===== config.mk =====
export PLATFORM = sky130hd
export DESIGN_NAME = scie_pipelined_fir
export DESIGN_NICKNAME = d
export VERILOG_FILES = /design/src/rtl/scie_pipelined_fir.sv
export SDC_FILE = /design/constraint.sdc
export NUM_CORES = 2
export LEC_CHECK = 0
export ABC_AREA = 1
export CAP_MARGIN = 0
export CELL_PAD_IN_SITES_DETAIL_PLACEMENT = 0
export CELL_PAD_IN_SITES_GLOBAL_PLACEMENT = 1
export CORE_MARGIN = 2
export CORE_UTILIZATION = 45
export CTS_CLUSTER_DIAMETER = 100
export DETAILED_ROUTE_END_ITERATION = 12
export GPL_ROUTABILITY_DRIVEN = 0
export MAX_ROUTING_LAYER = met4
export PLACE_DENSITY_LB_ADDON = 0.1
export SYNTH_ARGS = -nofsm -noshare
export SYNTH_HDL_FRONTEND = slang
export SYNTH_SLANG_ARGS = --single-unit

===== constraint.sdc =====
create_clock -name clock -period 6.8 [get_ports clock]
set_clock_uncertainty 0.05 [all_clocks]
set_input_delay 2.04 -clock clock [delete_from_list [all_inputs] [get_ports clock]]
set_output_delay 2.04 -clock clock [all_outputs]
set_load 0.03 [all_outputs]

===== src/rtl/scie_pipelined_fir.sv =====
// SCIE custom-instruction unit: 5-tap unsigned FIR with coefficient load,
// sample push and result read opcodes. Accumulator recomputed every cycle.
module scie_pipelined_fir #(
    parameter int XLEN   = 32,
    parameter int NTAPS  = 5,
    parameter int DATA_W = 16,
    parameter int COEF_W = 16,
    parameter int SHIFT  = 16
) (
    input  logic            clock,
    input  logic            reset,
    input  logic            io_valid,
    input  logic [31:0]     io_insn,
    input  logic [XLEN-1:0] io_rs1,
    input  logic [XLEN-1:0] io_rs2,
    output logic [XLEN-1:0] io_rd
);

    localparam int PROD_W = DATA_W + COEF_W;
    localparam int ACC_W  = PROD_W + $clog2(NTAPS);

    localparam logic [6:0] OP_LOADC = 7'h0B;
    localparam logic [6:0] OP_PUSH  = 7'h2B;
    localparam logic [6:0] OP_READ  = 7'h5B;

    function automatic logic [XLEN-1:0] scale_out(input logic [ACC_W-1:0] a);
        return XLEN'(a >> SHIFT);
    endfunction

    logic [COEF_W-1:0] coeff [NTAPS];
    logic [DATA_W-1:0] x_p0  [NTAPS];
    logic [ACC_W-1:0]  acc_p1;
    logic [ACC_W-1:0]  sum;

    logic [6:0] opcode;
    logic [2:0] idx;
    logic       do_loadc;
    logic       do_push;
    logic       do_read;

    logic unused_bits;
    assign unused_bits = ^{io_insn[31:7], io_rs1[XLEN-1:DATA_W], io_rs2[XLEN-1:3]};

    assign opcode   = io_insn[6:0];
    assign idx      = io_rs2[2:0];
    assign do_loadc = io_valid && (opcode == OP_LOADC);
    assign do_push  = io_valid && (opcode == OP_PUSH);
    assign do_read  = io_valid && (opcode == OP_READ);

    // Stage 0: coefficient bank and sample delay line
    always_ff @(posedge clock or negedge reset) begin
        if (!reset) begin
            for (int i = 0; i < NTAPS; i++) begin
                coeff[i] <= '0;
                x_p0[i]  <= '0;
            end
        end else begin
            for (int i = 0; i < NTAPS; i++) begin
                if (do_loadc && (int'(idx) == i)) begin
                    coeff[i] <= io_rs1[COEF_W-1:0];
                end
            end
            if (do_push) begin
                x_p0[0] <= io_rs1[DATA_W-1:0];
                for (int i = 1; i < NTAPS; i++) begin
                    x_p0[i] <= x_p0[i-1];
                end
            end
        end
    end

    always_comb begin
        sum = '0;
        for (int i = 0; i < NTAPS; i++) begin
            sum = sum + ACC_W'(PROD_W'(coeff[i]) * PROD_W'(x_p0[i]));
        end
    end

    // Stage 1: accumulated dot product, refreshed every cycle
    always_ff @(posedge clock or negedge reset) begin
        if (!reset) begin
            acc_p1 <= '0;
        end else begin
            acc_p1 <= sum;
        end
    end

    // Output: READ captures the most recent accumulator, otherwise holds
    always_ff @(posedge clock or negedge reset) begin
        if (!reset) begin
            io_rd <= '0;
        end else if (do_read) begin
            io_rd <= scale_out(acc_p1);
        end
    end

endmodule


# After elaboration in Yosys (flattened, before gate mapping)
# Index checks and enable logic that the tools add are counted.
dict set report totals {
  ff_bits 214
  output_inout_bits 32
  wordCells 37
}
dict set report classes {
  add_sub_neg 4
  n_mul 5
  n_eq_ne 7
  n_reduce_logical 9
}
# operator n
set ops {}
lappend ops {{$mul 16x16->32} 5}
lappend ops {{$add 34x32->35} 1}
lappend ops {{$add 35x32->35} 1}
lappend ops {{$add 33x32->34} 1}
lappend ops {{$add 32x32->33} 1}
lappend ops {{$eq 3x3->1 const B} 3}
lappend ops {{$logic_and 1x1->1} 8}
lappend ops {{$eq 7x4->1 const B} 1}
lappend ops {{$eq 7x6->1 const B} 1}
lappend ops {{$eq 7x7->1 const B} 1}
lappend ops {{$eq 3x2->1 const B} 1}
lappend ops {{$logic_not 3->1} 1}

# Depth between registers and ports, before layout
dict set report depth {
  depth_word 5
  depth_mapped 35
}

# Worst setup path after synthesis
# OpenSTA, ideal clock, no wires.
dict set report synth_path {
  path_kind {register to register}
  start {register x_p0[66] (netlist name)}
  end {register acc_p1[33]}
  setup_time_ps 117
  t_arrival_ps 7282
  required_time_ps 6633
  setup_slack_ps -648
  stages_incl_launch_ff 31
  n_path_buf 2
  path_cell_list {dfrtp_1 clkbuf_1 clkbuf_1 nand2_1 fa_1 inv_1 fa_1 inv_1 fa_1 fa_1 inv_1 fa_1 inv_1 fa_1 fa_1 inv_1 fa_1 fa_1 inv_1 fa_1 inv_1 ha_1 nand2_1 nor2_1 inv_1 nor3_1 nand2_1 nand2_1 nand2_1 nand3_1 nand2_1}
}
dict set report synth_between {
  elab_chain_len 5
}
# item line_no
set synth_lines {}
lappend synth_lines {{start: declaration} 31} ;# logic [DATA_W-1:0] x_p0 [NTAPS];
lappend synth_lines {{start signal: indexed assignment} 66} ;# x_p0[i] <= x_p0[i-1];
lappend synth_lines {{$mul 16x16->32} 75} ;# sum = sum + ACC_W'(PROD_W'(coeff[i]) * PROD_W'(x_p0[i]));
lappend synth_lines {{$add 32x32->33} 75}
lappend synth_lines {{$add 33x32->34} 75}
lappend synth_lines {{$add 34x32->35} 75}
lappend synth_lines {{$add 35x32->35} 75}
lappend synth_lines {{via sum[33]} 33} ;# logic [ACC_W-1:0] sum;
lappend synth_lines {{end signal: assignment} 84} ;# acc_p1 <= sum;
lappend synth_lines {{end: declaration} 32} ;# logic [ACC_W-1:0] acc_p1;
# The timed path passes the listed nets, and every way through them passes these cells.
# A chain may end at the register's enable or synchronous reset.

# Worst setup path after layout
dict set report layout_path {
  start {register coeff[41] (netlist name)}
  end {register acc_p1[17]}
}
dict set report layout_between {
  elab_chain_len 4
}
# item line_no
set layout_lines {}
lappend layout_lines {{start: declaration} 30} ;# logic [COEF_W-1:0] coeff [NTAPS];
lappend layout_lines {{start signal: indexed assignment} 60} ;# coeff[i] <= io_rs1[COEF_W-1:0];
lappend layout_lines {{$mul 16x16->32} 75}
lappend layout_lines {{$add 33x32->34} 75}
lappend layout_lines {{$add 34x32->35} 75}
lappend layout_lines {{$add 35x32->35} 75}
lappend layout_lines {{via sum[17]} 33}
# The timed path passes the listed nets, and every way through them passes these cells.

==> metrics.txt <==
Post-synth ARST share 1.000; Multi-input gate area 39440 um2; die width approximately 350 um; Clk network pwr share 0.212; synth top area cells fa_1 (46%), inv_1 (16%), nand2_1 (11%), ha_1 (10%), dfrtp_1 (9.4%); first-pass GRT wire length 266.3 mm; RSZ-0062 raised after global routing yes; hold_buf cts 0; number of fillers in the final layout 11247; Req. time, crit path ~7200 ps; vias in the first global route about 43000; Hold Fails Final Rpt 0; die area around 120000 um2; IO Pins roughly 130; H-tree depth 4; clock transition at the registers of the reported paths around 80 ps; Initial Util 0.4546; failing checks negative setup slack; worst hold path type reg -> reg; number of synthesized register bits ~200; fin crit share 1.151; Num CTS Buffers 17; logic gate share of total power 0.532; top post-synthesis cells by count inv_1 (2251), nand2_1 (1577), fa_1 (1216); status complete, but fails checks; largest net degree at the start of global routing approximately 160; total power draw 5.585 mW; Nets 8544; Finished Layout Cells between 8000 and 9000; core area 116400 um2; share of layout cells above drive strength 1 0.1715; Max Freq 127.7 MHz; FF/Latch Area around 5100 um2; TritonRoute pass-1 iters 6; die height 346.9 um; Flop pwr share 0.256; Longest Clk Path Bufs 2; Cells after DPL around 8000; post-synthesis area per instance approximately 8.2 um2; Pleak between 30 and 40 nW; Avg Vias per Cell 4.778; dpl ws -1543 ps; Max VDD drop 0.2270 mV; WL final about 170 mm; CTS Root Cell clkbuf_16; ANT nets after route 0; max-cap violations 0; Relative slew margins 0.2280; Post-synth top flop dfrtp_1; area of the mapped netlist 52900 um2; slowest CP cell fa_2; Final min period approximately 7800 ps; CTS tree done; Slew Limit Fails 0; Area after DPL around 59000 um2; Vias approximately 40000; post-synthesis sequential area ratio 0.09367; Arr. time, crit path ~8300 ps; Worst-Margin Slew about 1200 ps; setup violators final 19; post-route cell area 61940 um2; Synth Warn # 0; GRT Overall Usage 0.3124; clock latency on the worst-skew pair roughly 560 ps; initial antenna violation count 5; fin util 0.5323; GR Overflow Total 0; Iter 0 DRT Violations about 2900; internal power 3.099 mW; final setup margin -1030 ps; Setup crit end kind flip-flop; Rows 125; Worst Path Max Fanout 6; area grow syn2layout 17.09%; Worst setup SP type flip-flop; number of port buffers 47; Cell variety after synth 33; Sw Pwr about 2.5 mW; pwr/cell area between 90 and 100 nW/um2; # DRC 0; Yosys top cell area share 0.4602; Largest stage delay, worst path between 600 and 700 ps; Post-synth EDFFs 0; Avg WL per Cell ~21 um; top-count cell post-synth inv_1; Post-Syn Instances approximately 6400; sw frac 0.4450; Crit Path Class reg -> reg; Hold Slack 430.7 ps; leading area contributor after synthesis fa_1; clock sink total between 150 and 200; Fin Setup TNS -17170 ps; Final HPWL DP 150.4 mm
==> metal layers <==
| metal | GRT usage | vias to the layer above | part of all wire |
|---|---|---|---|
| met5 | - | - | 0 |
| met4 | 0.1043 | 0 | 0.039 |
| met3 | 0.03188 | 217 | 0.054 |
| met2 | 0.5182 | 1008 | 0.49 |
| met1 | 0.4024 | 20379 | 0.41 |
| li1 | - | 18169 | - |
==> flip-flops by register name, summed over array words and instances (netlist names) <==
register,cells
coeff,80
acc_p1,19
io_rd,19
x_p0,80
==> kinds of logic after synthesis <==
logic type	count (synthesis)	synth area share
XOR/XNOR	5	0.0008278
other	1	0.00007089
adder cells (fa/ha/maj)	1658	0.5648
AO/OA/AOI/OAI	229	0.02257
AND/OR/NAND/NOR	1702	0.1246
flip-flops	198	0.09367
multiplexers	19	0.004045
buffers and inverters	2617	0.1895
==> cells in the final DEF, fill, tap and decap left out, types with 77 or more instances in the layout <==
master      n
buf_12     77
buf_4     517
dfrtp_1   120
dfrtp_2    78
fa_1     1134
fa_2       82
ha_1      421
inv_1    2169
inv_2      77
nand2_1  1481
==> power by group through the flow <==
stage	clock network, mW	logic (mW)	registers [mW]
6_report	1.18	2.97	1.43
5_1_grt	1.23	3.18	1.44
4_1_cts	1.20	2.79	1.43
3_5_place_dp	0	2.49	1.46
3_3_place_gp	0	2.49	1.46
2_1_floorplan	0	1.39	1.32
==> final timing paths <==
kind,startpoint,endpoint,slack [ps],cells after the start
setup / recovery,coeff[41],acc_p1[17],-1030,29
hold / removal,acc_p1[20],io_rd[4],430,1
setup reg to reg,coeff[41],acc_p1[17],-1030,29
hold reg to reg,acc_p1[20],io_rd[4],430,1
max in group asynchronous,reset,coeff[11],3990,2
min in group asynchronous,reset,coeff[57],1410,1
==> layout make-up <==
| class | instances | area share |
|---|---|---|
| repair buffers | 693 | 0.1047 |
| clock inverters | 13 | 0.002404 |
| clock buffers | 18 | 0.007090 |
| well taps | 1524 | 0.03079 |
| flip-flops and latches | 198 | 0.08157 |
| multi-input cells | 3626 | 0.6368 |
| diodes | 2 | 0.00008080 |
| inverters | 2251 | 0.1366 |
==> worst max-delay path, delay by kind of cell, from the launching register on <==
| family | cells | cell delay, ps |
|---|---|---|
| adder cells (fa/ha/maj) | 11 | 5530 |
| buffers and inverters | 11 | 830 |
| AND/OR/NAND/NOR | 6 | 640 |
| flip-flops | 1 | 500 |
| XOR/XNOR | 1 | 190 |
==> repair_timing <==
| item | in CTS | in global routing |
|---|---|---|
| pin swaps | 138 | 100 |
| setup endpoints to repair | 19 | 19 |
| buffers inserted | 59 | 42 |
| gates resized for setup | 269 | 220 |
(Power assumes the default switching activity.)
